File: src/rtl/array_stream_reader.sv
// rtl/array_stream_reader.sv - captures an N-element array on a load handshake and replays it as a stream
// Each transferred element is checked against its own index; mismatches are counted, saturating at N.
module array_stream_reader #(
  parameter int N     = 5,
  parameter int WIDTH = 5,
  parameter int IW    = $clog2(N),
  parameter int CW    = $clog2(N + 1)
) (
  input  logic             CLK,
  input  logic             RESET,
  input  logic [WIDTH-1:0] I [N-1:0],
  input  logic             load_valid,
  output logic             load_ready,
  output logic [WIDTH-1:0] out_data,
  output logic [IW-1:0]    out_index,
  output logic             out_valid,
  input  logic             out_ready,
  output logic             out_last,
  output logic [CW-1:0]    mismatch_count,
  output logic             done
);

  typedef enum logic {S_IDLE, S_STREAM} state_t;

  state_t           state_q, state_d;
  logic [IW-1:0]    idx_q, idx_d;
  logic [WIDTH-1:0] elem_q [N-1:0];
  logic [WIDTH-1:0] elem_d [N-1:0];
  logic [CW-1:0]    mm_q, mm_d;
  logic             done_q, done_d;
  logic [WIDTH-1:0] cur_data;
  logic             is_last;
  logic             xfer;
  logic             load_acc;

  // Explicit mux keeps out-of-range index values (N not a power of two) well defined.
  always_comb begin
    cur_data = '0;
    for (int k = 0; k < N; k++) begin
      if (idx_q == IW'(k)) cur_data = elem_q[k];
    end
  end

  assign is_last    = (state_q == S_STREAM) && (idx_q == IW'(N - 1));
  assign out_valid  = (state_q == S_STREAM);
  assign xfer       = out_valid & out_ready;
  assign load_ready = (state_q == S_IDLE) | (is_last & out_ready);
  assign load_acc   = load_valid & load_ready;

  assign out_data       = cur_data;
  assign out_index      = idx_q;
  assign out_last       = is_last;
  assign mismatch_count = mm_q;
  assign done           = done_q;

  always_comb begin
    state_d = state_q;
    idx_d   = idx_q;
    elem_d  = elem_q;
    mm_d    = mm_q;
    done_d  = xfer & is_last;
    if (xfer) begin
      if ((cur_data != WIDTH'(idx_q)) && (mm_q != CW'(N))) mm_d = mm_q + 1'b1;
      if (is_last) state_d = S_IDLE;
      else         idx_d   = idx_q + 1'b1;
    end
    // A load on the final beat overrides the old array's last comparison.
    if (load_acc) begin
      elem_d  = I;
      idx_d   = '0;
      mm_d    = '0;
      state_d = S_STREAM;
    end
  end

  always_ff @(posedge CLK) begin
    if (RESET) begin
      state_q <= S_IDLE;
      idx_q   <= '0;
      mm_q    <= '0;
      done_q  <= 1'b0;
      for (int k = 0; k < N; k++) elem_q[k] <= '0;
    end else begin
      state_q <= state_d;
      idx_q   <= idx_d;
      mm_q    <= mm_d;
      done_q  <= done_d;
      elem_q  <= elem_d;
    end
  end

endmodule

File: config.mk
export PLATFORM = sky130hd
export DESIGN_NAME = array_stream_reader
export DESIGN_NICKNAME = d
export VERILOG_FILES = /design/src/rtl/array_stream_reader.sv
export SDC_FILE = /design/constraint.sdc
export NUM_CORES = 1
export LEC_CHECK = 0
export CAP_MARGIN = 20
export CORE_MARGIN = 2
export CORE_UTILIZATION = 43
export DETAILED_ROUTE_END_ITERATION = 6
export GPL_ROUTABILITY_DRIVEN = 0
export HOLD_SLACK_MARGIN = 0.02
export PLACE_DENSITY = 0.75
export SLEW_MARGIN = 5
export SYNTH_ARGS = -nofsm -noshare
export SYNTH_HDL_FRONTEND = slang
export SYNTH_SLANG_ARGS = --single-unit
File: constraint.sdc
create_clock -name CLK -period 2.6 [get_ports CLK]
set_clock_uncertainty 0.2 [all_clocks]
set_input_delay 0.65 -clock CLK [delete_from_list [all_inputs] [get_ports CLK]]
set_output_delay 0.65 -clock CLK [all_outputs]
set_load 0.05 [all_outputs]
==> results_dict.tcl, run 1 <==
set metrics [dict create \
    status "finished, violations left" \
    failed_checks "negative setup slack" \
    ir_drop_mv 0.280 \
    drt-total-wl_um 4470 \
    seqPwrFrac_pct 44.7 \
    synth_top_area_cell "dfxtp_1" \
    synth_edf_count 0 \
    drc 0 \
    clockBufferDepth 2 \
    setup_viol_count_final 8 \
    cpMaxStageDelayCell "dfxtp_4" \
    yosys.area.top_type_share_pct 38.9 \
    cpPeakStageDelay_ps 400 \
    synth_seq_cells 33 \
    power_frac_comb_pct 25.8 \
    fin_nets 306 \
    start_kind "flip-flop" \
    path_cells "clkinvlp_4 > ha_4 > nand3b_1 > a211o_1 > a31oi_4 > buf_12" \
    synth_most_common_cell "nand2_1" \
    final_layout_size_suffix_gt1_share_pct 26.2 \
    p_clk_share_pct 29.5 \
    grt_pass1_wl_um 7130 \
    cts_tree "built" \
    htree_levels 2 \
    use_met3_pct 5.07 \
    gr-max-usage-layer "met2" \
    p_int_mw 0.879 \
    crit_required_ps 1750 \
    yosys_warnings 0 \
    setup_slack_ps -138 \
    first_pass_iters 4 \
    tightest_slew_ps 504 \
    crit_fanout 6 \
    globalRouteTotalUtil_pct 21.3 \
    clock-sinks 33 \
    min_period_over_period_pct 105 \
    via_per_inst 5.20 \
    overflow 0 \
    fp.dieArea_um2 4470 \
    slew_headroom_pct 66.3 \
    clk_pin_slew_ps 60 \
    synthCells 215 \
    coreArea_um2 3720 \
    fmax_ghz 0.365 \
    crit_buf_inv 2 \
    dp.final_hpwl_um 3010 \
    switchingPower_mw 0.354 \
    cp.arrival_ps 1890 \
    fin_crit_ps 2740 \
    drv_cap 0 \
    grt_use_met1_pct 28.2 \
    num_vias 1660 \
    final_core_util_pct 70.7 \
    synthArstFlopShare_pct 0 \
    floorplan.rows 22 \
    io_buffers 43 \
    cts_made_buffers 5 \
    ys_seq_area_share_pct 38.9 \
    final_max_slew_viol_count 0 \
    p_leak_nw 0.978 \
    start_util_pct 45.7 \
    hold_buffers 0 \
    cp-end-kind "output port" \
    finalHoldViolCount 0 \
    cp_top_family "compound AO/OA/AOI/OAI gates" \
    holdWs_ps 256 \
    grt_max_degree 28 \
    diodes 0 \
    grt_pass1_vias 1556 \
    ys_types 36 \
    syn_area_per_cell_um2 7.90 \
    cts-root-buf "clkbuf_8" \
    ios 44 \
    die_h_um 66.8 \
    ant_nets 0 \
    syn_to_final_growth_pct 54.7 \
    post_drt_wl_per_cell_um 14.0 \
    synth.cell_area_um2 1700 \
    met2_usage_pct 33.4 \
    synth_top_flop_cell "dfxtp_1" \
    rsz0062_at_grt "yes" \
    syn-num-nets 251 \
    hold_class "reg2reg" \
    antenna_found_initial 0 \
    crit_type "reg2out" \
    power_density_nw_per_um2 469 \
    clk-insertion-delay-late_ps 280 \
    die_x_um 66.8 \
    switching_share_pct 28.7 \
    synthTopCellsByArea "dfxtp_1, nand2_1, a21oi_1" \
    synthTopCellsByCount "nand2_1, a21oi_1, dfxtp_1, clkbuf_1" \
    pre_cts_slack_ps 7.24 \
    drt-initial-drc-count 52 \
]
-- layer usage --
layer | up-vias | routed length, µm
li1 | 850 | -
met4 | 0 | 69
met1 | 766 | 2040
met5 | - | 0
met3 | 5 | 195
met2 | 39 | 2170
-- what timing repair did --
item,4_1_cts,5_1_grt
setup endpoints to repair,8,9
gates resized for setup,12,11
pin swaps,3,8
buffers inserted,6,3
-- area by class of cell --
class,count,area [µm²]
Multi-Input combinational cell,161,1110
Sequential cell,33,672
Timing Repair Buffer,63,678
Tap cell,48,60.1
Fill cell,302,1090
Clock buffer,8,80.1
Inverter,6,28.8
-- cells in the final DEF (no fill, tap or decap), drive strengths merged, types with 3 or more instances in the layout --
cell type,synthesis,routed
a211oi,3,3
inv,6,5
dfxtp,33,33
ha,7,7
nand2,62,62
buf,7,27
nand3,6,6
clkbuf,8,8
mux2i,3,3
clkdlybuf4s50,0,36
nor2,4,4
nand3b,7,7
a21oi,36,36
a211o,3,3
and3,4,4
-- worst paths after layout --
check	from	cells past startpoint	to	slack, ps
setup reg to reg	out_index[1]	10	mismatch_count[2]	-30
setup / recovery	out_index[1]	6	out_data[3]	-140
hold reg to reg	elem_q[22]	2	elem_q[22]	260
hold / removal	elem_q[22]	2	elem_q[22]	260
-- stage by stage --
step	area, µm²	TNS [ps]	power, mW	cells
after CTS	2570	-546	1.23	316
after detailed placement	2380	0	0.857	302
after global routing	2630	-1170	1.29	319
after global placement	2380	0	0.853	302
final	2630	-613	1.23	319
after floorplan	1820	-34.5	0.731	215
-- sequential cells by signal (all words and copies together), names as in the netlist --
| name | flops |
|---|---|
| elem_q | 25 |
| mismatch_count | 3 |
| out_index | 3 |
| done | 1 |
| out_valid | 1 |
-- cells by family (layout without fill, tap and decap cells) --
group / Yosys count / after routing / synth area share, %
buf+inv: 21 / 77 / 6.26
xor+xnor: 1 / 1 / 0.516
simple gates: 96 / 96 / 26.2
compound gates: 54 / 54 / 21.2
mux: 3 / 3 / 1.77
flops: 33 / 33 / 38.9
fa+ha+maj: 7 / 7 / 5.16
-- power groups by stage --
stage          logic [mW]  clock network (mW)  registers, mW
2_1_floorplan       0.160                   0          0.571
3_5_place_dp        0.296                   0          0.561
3_3_place_gp        0.294                   0          0.560
4_1_cts             0.312               0.368          0.550
5_1_grt             0.343               0.394          0.554
6_report            0.317               0.364          0.551
-- worst reg2reg max path: stages, from the launching register on --
cell,delay [ps]
dfxtp_4,370
ha_4,170
ha_4,150
or2_4,230
buf_6,130
buf_4,130
a2111oi_2,310
a211oi_1,110
or4_4,470
a41oi_2,190
a211oi_1,60
Power figures use the tool's default switching activity.
==> inputs of run 2 (changes only) <==
--- a/config.mk
+++ b/config.mk
@@ -8,10 +8,12 @@
 export CAP_MARGIN = 20
 export CORE_MARGIN = 2
 export CORE_UTILIZATION = 43
+export CTS_CLUSTER_SIZE = 40
 export DETAILED_ROUTE_END_ITERATION = 6
 export GPL_ROUTABILITY_DRIVEN = 0
 export HOLD_SLACK_MARGIN = 0.02
 export PLACE_DENSITY = 0.75
+export SKIP_LAST_GASP = 1
 export SLEW_MARGIN = 5
 export SYNTH_ARGS = -nofsm -noshare
 export SYNTH_HDL_FRONTEND = slang
==> run 2 against run 1 <==
The flow still finishes with violations (negative setup slack). Non-clock buffer count unchanged. Clock power about the same. Core utilization decreased by 0.067 points. Combinational power about the same. Cell count unchanged. Via count about the same.
==> results_dict.tcl, run 2 (synthesis gave the netlist of run 1 again) <==
set metrics [dict create \
    cpMaxStageDelayCell "dfxtp_4" \
    drt-initial-drc-count 45 \
    drc 0 \
    slew_headroom_pct 66.3 \
    final_max_slew_viol_count 0 \
    failed_checks "negative setup slack" \
    grt_pass1_vias 1556 \
    holdWs_ps 256 \
    crit_buf_inv 2 \
    coreArea_um2 3720 \
    grt_pass1_wl_um 7130 \
    tightest_slew_ps 504 \
    final_layout_size_suffix_gt1_share_pct 25.8 \
    mostFrequentLayoutCells "nand2_1, clkdlybuf4s50_1, a21oi_1, dfxtp_1, buf_4" \
    final_area_um2 2620 \
    clock-sinks 33 \
    fmax_ghz 0.365 \
    diodes 0 \
    io_buffers 43 \
    clockBufferDepth 2 \
    finalHoldViolCount 0 \
    globalRouteTotalUtil_pct 21.3 \
    fin_nets 306 \
    via_per_inst 5.20 \
    regMostFlops "elem_q" \
    crit_type "reg2out" \
    hold_class "reg2reg" \
    dp.final_hpwl_um 3010 \
    setup_tns_ps -585 \
    largest_reg_flops 25 \
    fin_crit_ps 2740 \
    clk_pin_slew_ps 60 \
    post_drt_wl_per_cell_um 13.8 \
    overflow 0 \
    fp.dieArea_um2 4470 \
    start_kind "flip-flop" \
    drt-total-wl_um 4410 \
    num_vias 1659 \
    cp.arrival_ps 1890 \
    drv_cap 0 \
    rsz0062_at_grt "yes" \
    cp-end-kind "output port" \
    hold_buffers 0 \
    die_x_um 66.8 \
    ir_drop_mv 0.281 \
    min_period_over_period_pct 105 \
    grt_max_degree 28 \
    placed_area_um2 2380 \
    pre_cts_slack_ps 7.24 \
    power_mw 1.23 \
    power_density_nw_per_um2 469 \
    floorplan.rows 22 \
    path_cells "clkinvlp_4 > ha_4 > nand3b_1 > a211o_1 > a31oi_4 > buf_12" \
    htree_levels 2 \
    cts_tree "built" \
    clk-insertion-delay-late_ps 280 \
    crit_fanout 6 \
    antenna_found_initial 0 \
    first_pass_iters 4 \
    syn_to_final_growth_pct 54.5 \
    setup_slack_ps -138 \
    setup_viol_count_final 8 \
    status "finished, violations left" \
    ios 44 \
    n_fill_cell 307 \
    layout.cells.most_common "nand2_1" \
    cts_made_buffers 5 \
    ant_nets 0 \
    cp_top_family "compound AO/OA/AOI/OAI gates" \
    start_util_pct 45.7 \
    cpPeakStageDelay_ps 400 \
    crit_required_ps 1750 \
    cts-root-buf "clkbuf_8" \
    die_h_um 66.8 \
    p_leak_nw 0.978 \
]
## run 2: where the power goes
group	internal, mW	switching (mW)	leakage [nW]
Combinational	0.158	0.160	0.666
Clock	0.190	0.172	0.0395
Sequential	0.531	0.0203	0.273
## run 2: through the flow
step | instances | util [%]
6_report | 319 | 70.6
5_1_grt | 319 | 70.6
2_1_floorplan | 215 | -
3_5_place_dp | 302 | 64.2
3_3_place_gp | 302 | 64.2
4_1_cts | 316 | 69.2
## run 2: final cells by class
class                      instances  area, µm²  area share (%)
multi-input combinational        161       1100            42.1
inverter                           6       28.8            1.10
clock buffer                       8       80.1            3.05
timing repair buffer              63        678            25.8
tap                               48       60.1            2.29
sequential                        33        672            25.6
## run 2: path summary, 6_finish.rpt
check / from / to / slack [ps] / cells past startpoint
worst max-delay path: out_index[1] / out_data[3] / -140 / 6
worst min-delay path: elem_q[22] / elem_q[22] / 260 / 2
worst max register to register: out_index[1] / mismatch_count[2] / -20 / 10
worst min register to register: elem_q[22] / elem_q[22] / 260 / 2
## run 2: what timing repair did
item,CTS,global route
setup buffers,6,3
pin swaps,3,8
gates resized for setup,12,10
endpoints found under the setup margin,8,9
## run 2: worst min-delay path: stages (launching register included)
cell,delay (ps)
dfxtp_1,310
nand2_1,50
a21oi_1,50
## run 2: metal layers
metal	vias to the layer above	GRT usage, %	routed length (µm)
met3	4	5.07	160
li1	851	-	-
met5	-	0	0
met2	35	33.4	2110
met4	0	8.42	61
met1	769	28.2	2080
==> inputs of run 3 (changes only) <==
--- a/config.mk
+++ b/config.mk
@@ -7,12 +7,12 @@
 export LEC_CHECK = 0
 export CAP_MARGIN = 20
 export CORE_MARGIN = 2
-export CORE_UTILIZATION = 43
+export CORE_UTILIZATION = 48
 export CTS_CLUSTER_SIZE = 40
 export DETAILED_ROUTE_END_ITERATION = 6
 export GPL_ROUTABILITY_DRIVEN = 0
 export HOLD_SLACK_MARGIN = 0.02
-export PLACE_DENSITY = 0.75
+export PLACE_DENSITY = 0.79
 export SKIP_LAST_GASP = 1
 export SLEW_MARGIN = 5
 export SYNTH_ARGS = -nofsm -noshare
==> constraint.sdc (replaced) <==
create_clock -name CLK -period 3.1 [get_ports CLK]
set_clock_uncertainty 0.2 [all_clocks]
set_input_delay 0.775 -clock CLK [delete_from_list [all_inputs] [get_ports CLK]]
set_output_delay 0.775 -clock CLK [all_outputs]
set_load 0.05 [all_outputs]
==> run 3 against run 2 <==
Cell count shrank 6.0%. Non-clock buffer count shrank 16. The run now ends clean. Final area shrank 12%. Sequential share of layout area grew 3.3 points. Register-to-register slack gained 470 ps. Core utilization shrank 2.2 points. First-iteration DRC count grew 120%. Sequential power shrank 16%. Critical path depth is the same. Total power shrank 23%.
==> results_dict.tcl, run 3 (synthesis gave the netlist of run 1 again) <==
set metrics [dict create \
    min_period_over_period_pct 96.0 \
    fin_nets 290 \
    slew_headroom_pct 65.6 \
    dp.final_hpwl_um 2840 \
    placed_area_um2 2210 \
    clock-sinks 33 \
    cpPeakStageDelay_ps 410 \
    io_buffers 43 \
    r2r-start "out_index[0]" \
    cts_made_buffers 5 \
    layout.cells.non_filler 300 \
    grt_pass1_vias 1434 \
    antenna_found_initial 0 \
    crit_required_ps 2120 \
    clk-insertion-delay-late_ps 330 \
    cts_tree "built" \
    cts-root-buf "clkbuf_4" \
    grt_pass1_wl_um 6520 \
    final_max_slew_viol_count 0 \
    n_fill_cell 309 \
    cp-end-kind "output port" \
    regArea_um2 664 \
    diodes 0 \
    holdWs_ps 261 \
    pre_cts_slack_ps 226 \
    tightest_slew_ps 515 \
    largest_reg_flops 25 \
    start_kind "flip-flop" \
    hold_class "reg2reg" \
    r2r_end "mismatch_count[2]" \
    ff2ff_setup_slack_ps 450 \
    crit_fanout 10 \
    final_area_um2 2300 \
    p_leak_nw 0.869 \
    clockBufferDepth 2 \
    syn_to_final_growth_pct 35.5 \
    die_x_um 63.5 \
    holdCritStartpoint "elem_q[13]" \
    hold_buffers 0 \
    gr-max-usage-layer "met2" \
    drt-total-wl_um 3790 \
    min_to "elem_q[13]" \
    cpMaxStageDelayCell "dfxtp_2" \
    ios 44 \
    clk_pin_slew_ps 100 \
    grt_use_met1_pct 27.6 \
    floorplan.rows 21 \
    ant_nets 0 \
    drc 0 \
    met2_usage_pct 31.2 \
    htree_levels 2 \
    dp.cells 293 \
    status "completed" \
    path_cells "inv_1 > ha_2 > nand3b_1 > a211o_1 > a31oi_2 > buf_12" \
    coreArea_um2 3360 \
    power_density_nw_per_um2 410 \
    setup_viol_count_final 0 \
    via_per_inst 5.31 \
    drv_cap 0 \
    start_util_pct 50.5 \
    globalRouteTotalUtil_pct 20.6 \
    fmax_ghz 0.336 \
    rsz0062_at_grt "no" \
    whs_path_depth 2 \
    crit_type "reg2out" \
    reg2reg_depth 8 \
    fin_crit_ps 2980 \
    final_core_util_pct 68.4 \
    drt-initial-drc-count 101 \
    post_drt_wl_per_cell_um 12.6 \
    fp.dieArea_um2 4030 \
    first_pass_iters 4 \
    ir_drop_mv 0.273 \
    regMostFlops "elem_q" \
    final_layout_size_suffix_gt1_share_pct 15.0 \
    use_met3_pct 4.11 \
    layout.cells.most_common "nand2_1" \
    die_h_um 63.5 \
    finalHoldViolCount 0 \
    cp.arrival_ps 2000 \
    overflow 0 \
    grt_max_degree 28 \
    cp-startpoint "out_index[1]" \
    mostFrequentLayoutCells "nand2_1, clkdlybuf4s50_1, a21oi_1" \
    multi_input_area_um2 983 \
    num_vias 1593 \
    setup_slack_ps 123 \
]
[run 3: how the worst max path moves through the flow]
stage,endpoint,depth (start not counted)
4_1_cts,out_data[4],6
3_5_place_dp,mismatch_count[2],8
3_3_place_gp,mismatch_count[2],8
2_1_floorplan,out_data[3],6
6_report,out_data[3],6
5_1_grt,out_data[3],6
[run 3: critical path, delay by kind of cell, from the launching register on]
kind,cells,cell delay (ps)
AO/OA/AOI/OAI,2,550
flip-flops,1,410
buffers and inverters,2,290
adder cells (fa/ha/maj),1,240
AND/OR/NAND/NOR,1,170
[run 3: layout make-up]
cell class                 count  area share, %
clock buffer                   7           2.39
inverter                       6          0.979
sequential                    33           28.9
timing repair buffer          47           22.5
tap                           46           2.50
multi-input combinational    161           42.7
[run 3: timing repair]
item | in CTS | in global routing
buffers inserted | 0 | 0
setup endpoints to repair | 5 | 5
resized for setup | 4 | 6
endpoints found under the hold margin | 0 | 0
[run 3: per-stage QoR]
| stage | power, mW | setup TNS [ps] |
|---|---|---|
| final | 0.943 | 0 |
| after global routing | 0.988 | 0 |
| after CTS | 0.943 | 0 |
| after detailed placement | 0.701 | 0 |
| after global placement | 0.698 | 0 |
| after floorplan | 0.602 | -14.8 |
[run 3: metal layers]
layer,vias to the layer above,part of all wire (%)
li1,814,-
met1,734,48
met3,7,3.6
met5,-,0
met2,38,46
met4,0,1.8
[run 3: power breakdown]
group / total, mW / switching, mW / internal (mW) / leakage, nW
combinational: 0.233 / 0.122 / 0.112 / 0.566
sequential: 0.461 / 0.0148 / 0.447 / 0.272
clock: 0.248 / 0.141 / 0.107 / 0.0314
